--- src/rtl/imem_loader_pkg.sv ---
// Shared types and constants for the instruction-memory loader.
package imem_loader_pkg;

  typedef enum logic [2:0] {
    IDLE,
    LEN_HI,
    LEN_LO,
    DATA,
    WRITE,
    CSUM,
    DONE
  } state_e;

  localparam int BYTES_PER_WORD = 4;
  localparam int LEN_W          = 16;
  localparam logic [7:0] CSUM_INIT = 8'h00;

endpackage

--- src/rtl/imem_loader_if.sv ---
// Byte-stream and imem-write bus of the instruction-memory loader.
// The master is the stream source / system side, the slave is the loader.
interface imem_loader_if #(
  parameter int ADDR_W = 8,
  parameter int WORD_W = 32
) ();

  logic              start;
  logic [7:0]        byte_in;
  logic              byte_valid;
  logic              byte_ready;
  logic              imem_we;
  logic [ADDR_W-1:0] imem_addr;
  logic [WORD_W-1:0] imem_wdata;
  logic              cpu_hold;
  logic              done;
  logic              error;

  modport master (
    output start, byte_in, byte_valid,
    input  byte_ready, imem_we, imem_addr, imem_wdata, cpu_hold, done, error
  );

  modport slave (
    input  start, byte_in, byte_valid,
    output byte_ready, imem_we, imem_addr, imem_wdata, cpu_hold, done, error
  );

endinterface

--- src/rtl/imem_loader_byte_packer.sv ---
// Packs a big-endian byte stream into one instruction word; full_o flags
// that the next shifted byte completes the word.
module imem_loader_byte_packer
  import imem_loader_pkg::*;
(
  input  logic                        clock,
  input  logic                        reset_n,
  input  logic                        shift_en_i,
  input  logic                        clear_i,
  input  logic [7:0]                  byte_i,
  output logic [BYTES_PER_WORD*8-1:0] word_o,
  output logic                        full_o
);

  logic [BYTES_PER_WORD*8-1:0] word_q;
  logic [1:0]                  idx_q;

  always_ff @(posedge clock or negedge reset_n) begin
    if (!reset_n) begin
      word_q <= '0;
      idx_q  <= '0;
    end else if (clear_i) begin
      word_q <= '0;
      idx_q  <= '0;
    end else if (shift_en_i) begin
      word_q <= {word_q[BYTES_PER_WORD*8-9:0], byte_i};
      idx_q  <= idx_q + 2'd1;
    end
  end

  assign word_o = word_q;
  assign full_o = (idx_q == 2'(BYTES_PER_WORD - 1));

endmodule

--- src/rtl/imem_loader.sv ---
// Loads a length-prefixed byte stream into instruction memory and holds the CPU
// until done. Define IMEM_LOADER_CSUM_EN to require a trailing XOR checksum byte.
module imem_loader
  import imem_loader_pkg::*;
#(
  parameter int ADDR_W = 8,
  parameter int WORD_W = 32
) (
  input logic          clock,
  input logic          reset_n,
  imem_loader_if.slave bus
);

  localparam int DEPTH = 1 << ADDR_W;

  state_e              state_q, state_d;
  logic [LEN_W-1:0]    count_q, count_d;
  logic [ADDR_W-1:0]   addr_q, addr_d;
  logic [ADDR_W:0]     wcnt_q, wcnt_d;
  logic                error_q, error_d;
  logic [WORD_W-1:0]   wdata_q, wdata_d;
`ifdef IMEM_LOADER_CSUM_EN
  logic [7:0]          csum_q, csum_d;
`endif

  logic                byte_ready;
  logic                accept;
  logic [LEN_W-1:0]    len_full;
  logic                last_word;
  logic                pack_shift;
  logic                pack_clear;
  logic                pack_full;
  logic [WORD_W-1:0]   pack_word;

  imem_loader_byte_packer u_packer (
    .clock      (clock),
    .reset_n    (reset_n),
    .shift_en_i (pack_shift),
    .clear_i    (pack_clear),
    .byte_i     (bus.byte_in),
    .word_o     (pack_word),
    .full_o     (pack_full)
  );

  assign byte_ready = (state_q == LEN_HI) || (state_q == LEN_LO) ||
                      (state_q == DATA)   || (state_q == CSUM);
  assign accept     = byte_ready && bus.byte_valid;
  assign len_full   = {count_q[LEN_W-1:8], bus.byte_in};
  assign last_word  = (LEN_W'(wcnt_q) + LEN_W'(1)) == count_q;

  always_ff @(posedge clock or negedge reset_n) begin
    if (!reset_n) begin
      state_q <= IDLE;
      count_q <= '0;
      addr_q  <= '0;
      wcnt_q  <= '0;
      error_q <= 1'b0;
      wdata_q <= '0;
`ifdef IMEM_LOADER_CSUM_EN
      csum_q  <= CSUM_INIT;
`endif
    end else begin
      state_q <= state_d;
      count_q <= count_d;
      addr_q  <= addr_d;
      wcnt_q  <= wcnt_d;
      error_q <= error_d;
      wdata_q <= wdata_d;
`ifdef IMEM_LOADER_CSUM_EN
      csum_q  <= csum_d;
`endif
    end
  end

  always_comb begin
    state_d    = state_q;
    count_d    = count_q;
    addr_d     = addr_q;
    wcnt_d     = wcnt_q;
    error_d    = error_q;
    wdata_d    = wdata_q;
    pack_shift = 1'b0;
    pack_clear = 1'b0;
`ifdef IMEM_LOADER_CSUM_EN
    csum_d     = csum_q;
`endif
    case (state_q)
      IDLE, DONE: begin
        if (bus.start) begin
          state_d    = LEN_HI;
          error_d    = 1'b0;
          count_d    = '0;
          addr_d     = '0;
          wcnt_d     = '0;
          pack_clear = 1'b1;
`ifdef IMEM_LOADER_CSUM_EN
          csum_d     = CSUM_INIT;
`endif
        end
      end
      LEN_HI: begin
        if (accept) begin
          count_d = {bus.byte_in, 8'h00};
          state_d = LEN_LO;
        end
      end
      LEN_LO: begin
        if (accept) begin
          count_d = len_full;
          if (len_full == '0) begin
`ifdef IMEM_LOADER_CSUM_EN
            state_d = CSUM;
`else
            state_d = DONE;
`endif
          end else if (int'(len_full) > DEPTH) begin
            // Oversized programs are rejected before anything touches imem.
            error_d = 1'b1;
            state_d = DONE;
          end else begin
            addr_d     = '0;
            wcnt_d     = '0;
            pack_clear = 1'b1;
            state_d    = DATA;
          end
        end
      end
      DATA: begin
        if (accept) begin
          pack_shift = 1'b1;
`ifdef IMEM_LOADER_CSUM_EN
          csum_d     = csum_q ^ bus.byte_in;
`endif
          if (pack_full) state_d = WRITE;
        end
      end
      WRITE: begin
        wdata_d = pack_word;
        addr_d  = addr_q + ADDR_W'(1);
        wcnt_d  = wcnt_q + (ADDR_W + 1)'(1);
        if (last_word) begin
`ifdef IMEM_LOADER_CSUM_EN
          state_d = CSUM;
`else
          state_d = DONE;
`endif
        end else begin
          state_d = DATA;
        end
      end
`ifdef IMEM_LOADER_CSUM_EN
      CSUM: begin
        if (accept) begin
          error_d = (bus.byte_in != csum_q);
          state_d = DONE;
        end
      end
`endif
      default: state_d = IDLE;
    endcase
  end

  // The write word is shown live during WRITE and then held until the next one.
  assign bus.imem_wdata = (state_q == WRITE) ? pack_word : wdata_q;
  assign bus.byte_ready = byte_ready;
  assign bus.imem_we    = (state_q == WRITE);
  assign bus.imem_addr  = addr_q;
  assign bus.done       = (state_q == DONE);
  assign bus.error      = error_q;
  assign bus.cpu_hold   = !((state_q == DONE) && !error_q);

endmodule

--- src/flat_wrapper.sv ---
// flat-port wrapper written by rule: the top's interface ports become plain ports
module imem_loader_flat import imem_loader_pkg::*;
#(
  parameter int ADDR_W = 8,
  parameter int WORD_W = 32
)
  (clock, reset_n, bus_start, bus_byte_in, bus_byte_valid, bus_byte_ready, bus_imem_we, bus_imem_addr, bus_imem_wdata, bus_cpu_hold, bus_done, bus_error);
  imem_loader_if #(.ADDR_W(ADDR_W), .WORD_W(WORD_W)) bus_i ();
  input logic clock;
  input logic reset_n;
  input wire logic [$bits(bus_i.start)-1:0] bus_start;
  input wire logic [$bits(bus_i.byte_in)-1:0] bus_byte_in;
  input wire logic [$bits(bus_i.byte_valid)-1:0] bus_byte_valid;
  output wire logic [$bits(bus_i.byte_ready)-1:0] bus_byte_ready;
  output wire logic [$bits(bus_i.imem_we)-1:0] bus_imem_we;
  output wire logic [$bits(bus_i.imem_addr)-1:0] bus_imem_addr;
  output wire logic [$bits(bus_i.imem_wdata)-1:0] bus_imem_wdata;
  output wire logic [$bits(bus_i.cpu_hold)-1:0] bus_cpu_hold;
  output wire logic [$bits(bus_i.done)-1:0] bus_done;
  output wire logic [$bits(bus_i.error)-1:0] bus_error;
  assign bus_i.start = bus_start;
  assign bus_i.byte_in = bus_byte_in;
  assign bus_i.byte_valid = bus_byte_valid;
  assign bus_byte_ready = bus_i.byte_ready;
  assign bus_imem_we = bus_i.imem_we;
  assign bus_imem_addr = bus_i.imem_addr;
  assign bus_imem_wdata = bus_i.imem_wdata;
  assign bus_cpu_hold = bus_i.cpu_hold;
  assign bus_done = bus_i.done;
  assign bus_error = bus_i.error;
  imem_loader #(.ADDR_W(ADDR_W), .WORD_W(WORD_W)) u_core (.clock(clock), .reset_n(reset_n), .bus(bus_i));
endmodule
--- config.mk ---
export PLATFORM = sky130hd
export DESIGN_NAME = imem_loader_flat
export DESIGN_NICKNAME = d
export VERILOG_FILES = /design/src/rtl/imem_loader_pkg.sv /design/src/rtl/imem_loader_if.sv /design/src/rtl/imem_loader_byte_packer.sv /design/src/rtl/imem_loader.sv /design/src/flat_wrapper.sv
export SDC_FILE = /design/constraint.sdc
export NUM_CORES = 1
export LEC_CHECK = 0
export CAP_MARGIN = 20
export CORE_MARGIN = 8
export CORE_UTILIZATION = 35
export CTS_BUF_LIST = sky130_fd_sc_hd__clkbuf_8
export CTS_CLUSTER_SIZE = 28
export DETAILED_ROUTE_END_ITERATION = 10
export DONT_BUFFER_PORTS = 1
export GPL_ROUTABILITY_DRIVEN = 0
export PLACE_DENSITY_LB_ADDON = 0.2
export SLEW_MARGIN = 20
export SYNTH_ARGS = -nofsm -noshare
export SYNTH_HDL_FRONTEND = slang
export SYNTH_SLANG_ARGS = --single-unit
--- constraint.sdc ---
create_clock -name clock -period 2.8 [get_ports clock]
set_input_delay 0.56 -clock clock [delete_from_list [all_inputs] [get_ports clock]]
set_output_delay 0.56 -clock clock [all_outputs]
set_load 0.01 [all_outputs]
Word level (Yosys, flattened, before mapping)
Cells that the tools add are included.

Muxes and demuxes: 40. Bitwise operators: 1. $add $sub $neg: 4. $lt $le $gt $ge: 1. Reductions and logical operators: 20. Equality and inequality tests: 16.

Operator list (number): $mux 32 (3); $pmux 16 s3 (1); $mux 8 (5); $mux 9 (4); $mux 16 (2); $pmux 9 s3 (1); $mux 3 (8); $pmux 8 s3 (1); $eq 16x16->1 (1); $gt 16x9->1 const B (1); $logic_not 16->1 (1); $pmux 3 s5 (1); $reduce_and 5->1 (3); $add 9x1->10 const B (1); $mux 1 (10); $add 9x1->9 const B (1); $eq 3x3->1 const B (3); $add 8x1->8 const B (1); $ne 2x1->1 const B (4); $ne 2x2->1 const B (4); $reduce_and 4->1 (2); $eq 3x2->1 const B (2); $reduce_bool 2->1 (3); $reduce_bool 3->1 (2); other kinds (11) (17).

Register bits after elaboration: 103. Logic and storage cells: 91. Input bits: 12. Output and inout bits: 45.

Longest topological paths before layout
Depth after elaboration: 9. Gate-level depth with buffers: 8. Depth with buffers taken out: 7.

Modules after synthesis
A second synthesis with hierarchy kept.

Cells, all modules: 500. Area, all modules: 4873.4 um^2.

Modules (own cells, without submodules): imem_loader (sequential area each 1726.7 um^2, instances 1, cells an instance 389, area an instance 3454.6 um^2); imem_loader_byte_packer (sequential area each 850.8 um^2, instances 1, cells an instance 111, area an instance 1418.9 um^2).

Worst setup path after synthesis
OpenSTA, ideal clock, no wires.

Path type: register to register. Start point: register u_core.count_q[15]. End point: register u_core.addr_q[2] (netlist: u_core.bus.imem_addr[2]). Cell stages (with the launch flop): 8. Buffers on the path: 2. Period minus slack after synthesis: 2328 ps. Required time: 2681 ps. Slack: 472 ps. Arrival time: 2210 ps. Setup time: 119 ps. Cell sequence: dfrtp_1 -> or4_4 -> or4_4 -> nor4_4 -> or2_1 -> buf_6 -> buf_12 -> nor2_2.

Word-level cells in the longest chain between the ends: 3. Elaborated cells between the ends (all ways): 5. Those cells by class: order compare: 1; eq/ne: 2; reduce/logical: 2.

RTL lines: from (decl) (RTL line imem_loader.sv:17) `logic [LEN_W-1:0] count_q, count_d;`; from (signal assigned) (RTL line imem_loader.sv:64) `count_q <= count_d;`; $gt 16x9->1 or $logic_not 16->1 (tied branches) (RTL line imem_loader.sv:116, imem_loader.sv:110); $ne 2x2->1 (no source line); $reduce_and 5->1 (no source line) (*); to (signal assigned) (RTL line imem_loader.sv:65) `addr_q <= addr_d;`; to (decl) (RTL line imem_loader.sv:18) `logic [ADDR_W-1:0] addr_q, addr_d;`.

Every way passes the cells marked *; elsewhere a longest branch is shown, timed or not. A chain may end at the register's enable or synchronous reset.

Worst setup path after layout
Start point: register u_core.state_q[2]. End point: output port bus_imem_wdata[0].

Word-level cells in the longest chain between the ends: 2.

RTL lines: from (decl) (RTL line imem_loader.sv:16) `state_e state_q, state_d;`; from (signal assigned) (RTL line imem_loader.sv:63) `state_q <= state_d;`; $eq 3x3->1; named net bus_imem_we (RTL line flat_wrapper.sv:15) `output wire logic [$bits(bus_i.imem_we)-1:0] bus_imem_we;`; $mux 32; to (decl) (RTL line flat_wrapper.sv:17) `output wire logic [$bits(bus_i.imem_wdata)-1:0] bus_imem_wdata;`.

The timed path passes the listed nets, and every way through them passes these cells.

==> impl_metrics.yaml <==
global_routing:
  grt_pass1_vias: 3525
  grt_pass1_wl_mm: 19.1
  use_met1_pct: 18.6
  grt_max_degree: 104
  busiest_layer: "met2"
  grt.total_usage_pct: 13.3
  grt-ovfl-total: 0
  grtUsageMet3_pct: 4.10
  antenna_found_initial: 0
  grt_util_met2_pct: 18.8
floorplan:
  die_h_um: 134
  pin_count: 57
  fp.dieArea_sq_um: 17900
  die_x_um: 134
  rows: 43
  start_util_pct: 35.3
  coreArea_sq_um: 13700
critical_path:
  cp_common_cell: "nand2_1"
  cp_max_fo: 41
  cp.arrival_ns: 1.93
  r2r_cells: 7
  critPathCapture: "bus_imem_wdata[0]"
  cp_slowest_stage_delay_ns: 0.42
  required_ns: 2.24
  endpoint_kind: "output port"
  crit_slowest_cell: "buf_4"
  r2r-start: "u_core.count_q[15]"
  critical_path.startpoint_type: "flop"
  rrSetupSlack_ns: 0.37
  crit_type: "reg2out"
  startpoint: "u_core.state_q[2]"
  path_cells: "buf_4 -> nand2_1 -> inv_1 -> buf_4 -> nand2_1 -> nand2_1"
  worstReg2RegEnd: "u_core.u_packer.word_o[4]"
routing:
  wl_per_cell_um: 16.1
  vias: 3598
  drc: 0
  drt_iter0_drc: 357
  firstDrtPassIters: 4
  ant_nets: 0
  via_per_inst: 5.04
  routed_wl_mm: 11.5
layout:
  diodes: 0
  drive_above_1_share_pct: 14.2
  seqCellArea_sq_um: 2580
  syn2layout_area_growth_pct: 7.54
  nNetsFinal: 544
  multiInputGateArea_sq_um: 2060
  utilization_pct: 38.0
  num-fill-cells: 1429
  layout.cells.non_filler: 714
sta:
  period_share_pct: 89.1
  hold_ws_ns: -0.118
  min_period_ns: 2.49
  clock_skew_ns: 0.00603
  fmax_mhz: 401
  finalSetupTns_ns: 0
  slew-limit-headroom_pct: 46.0
  layout_setup_ws_ns: 0.306
  hold_viol_final: 103
  slew_violations: 0
  tightestPinTransition_ns: 0.806
  finalSetupViolations: 0
  rsz0062_at_grt: "false"
synthesis:
  syn_avg_cell_area_sq_um: 9.06
  postSynthNetCount: 550
  syn-instance-count: 535
  ys_seq_area_share_pct: 53.2
  syn-cell-area_sq_um: 4850
  synth_ff_type: "dfrtp_1"
  synth.largest_area_cell: "dfrtp_1"
  synth_edf_count: 0
  yosysMostFrequentCell: "nand2_1"
  synth_cell_types: 43
  synth_area_leaders: "dfrtp_1, nand2_1, a21oi_2"
  synth_commonest_cells: "nand2_1, dfrtp_1, a21oi_2, o21ai_0, clkbuf_1"
  ys_async_sr_fraction_pct: 100
  ys_warn_count: 0
  synth_seq_cells: 103
  yosysTopAreaCellShare_pct: 53.2
clocking:
  clk_latency_ns: 0.37
  cts-root-buf: "clkbuf_8"
  clk_pin_slew_ns: 0.10
  clockBufferDepth: 2
  cts_buffers: 9
  clkSinkCount: 103
  cts_resized: 0
  cts_tree: "done"
  postCtsSetupRepairBufs: 0
  cts_max_level: 3
placement:
  pre_cts_slack_ns: 0.245
  place_inst: 698
  dp_hpwl_mm: 7.89
  port_buffers: 0
run:
  maxCapViolCount: 0
power:
  p_leak_nw: 2.43
  ir_drop_mv: 0.384
  power_density_nw_per_um2: 1030
worst_hold_path:
  hp-class: "in2async"
run_status:
  violations: "negative hold slack"
  status: "finished, violations left"
[placed cells by master, fill, tap and decap left out, types with 8 or more instances in the layout]
master	n
o21ai_0	23
nand2_1	213
clkbuf_8	9
o21ai_1	8
a21oi_1	8
nor2_2	9
xor2_1	13
buf_4	12
nor2_1	14
a21oi_2	33
nand3_1	15
dfrtp_1	103
[area by class of cell]
class / count / share of cell area, %
Clock buffer: 9 / 2.38
Clock inverter: 7 / 1.85
Inverter: 5 / 0.360
Multi-Input combinational cell: 397 / 39.5
Sequential cell: 103 / 49.4
Tap cell: 180 / 4.32
Timing Repair Buffer: 13 / 2.11
[sequential cells by signal (all words and copies together) (netlist names)]
name	flops
u_core.state_q	3
u_core.count_q	16
u_core.bus.error	1
u_core.bus.imem_addr	8
u_core.wdata_q	32
u_core.u_packer.idx_q	2
u_core.wcnt_q	9
u_core.u_packer.word_o	32
[routing by layer]
metal / vias to the layer above / share of wire, %
met3: 9 / 7.2
met4: 0 / 1.2
met2: 81 / 43
met5: - / 0
li1: 1753 / -
met1: 1755 / 48
[worst min-delay path by stage]
stage	end	slack, ns	cells past startpoint
floorplan	u_core.bus.error	0.26	0
global placement	u_core.state_q[2]	0.27	0
detailed placement	u_core.count_q[5]	0.27	0
CTS	u_core.wdata_q[12]	-0.14	0
global route	u_core.count_q[11]	-0.15	0
finish	u_core.bus.error	-0.12	0
[report_power, final]
part | internal [mW] | switching, mW | leakage, nW
clock | 0.507 | 0.522 | 0.114
sequential | 1.99 | 0.378 | 1.40
combinational | 0.706 | 1.26 | 0.914
[stage by stage]
stage               hold WS, ns  total power, mW  area (sq um)
floorplan                 0.264             4.01          4850
global placement          0.272             4.35          4990
detailed placement        0.271             4.40          4990
CTS                      -0.145             5.44          5210
global route             -0.154             5.77          5210
finish                   -0.118             5.36          5210
[cells by family (layout without fill, tap and decap cells)]
logic type	after synthesis	after routing	share of synthesized area (%)
AOI/OAI and AO/OA	90	90	12.9
xor gates and xnor gates	17	17	3.07
adders and majority gates	3	3	0.774
buffers and inverters	35	34	4.36
DFF	103	103	53.2
muxes	2	2	0.439
and+or+nand+nor	285	285	25.3
[worst max-delay path: cells and delay by family (launching register included)]
family,cells,cell delay [ns]
flops,1,0.36
buf+inv,3,0.78
simple gates,3,0.42
(Power assumes the default switching activity.)
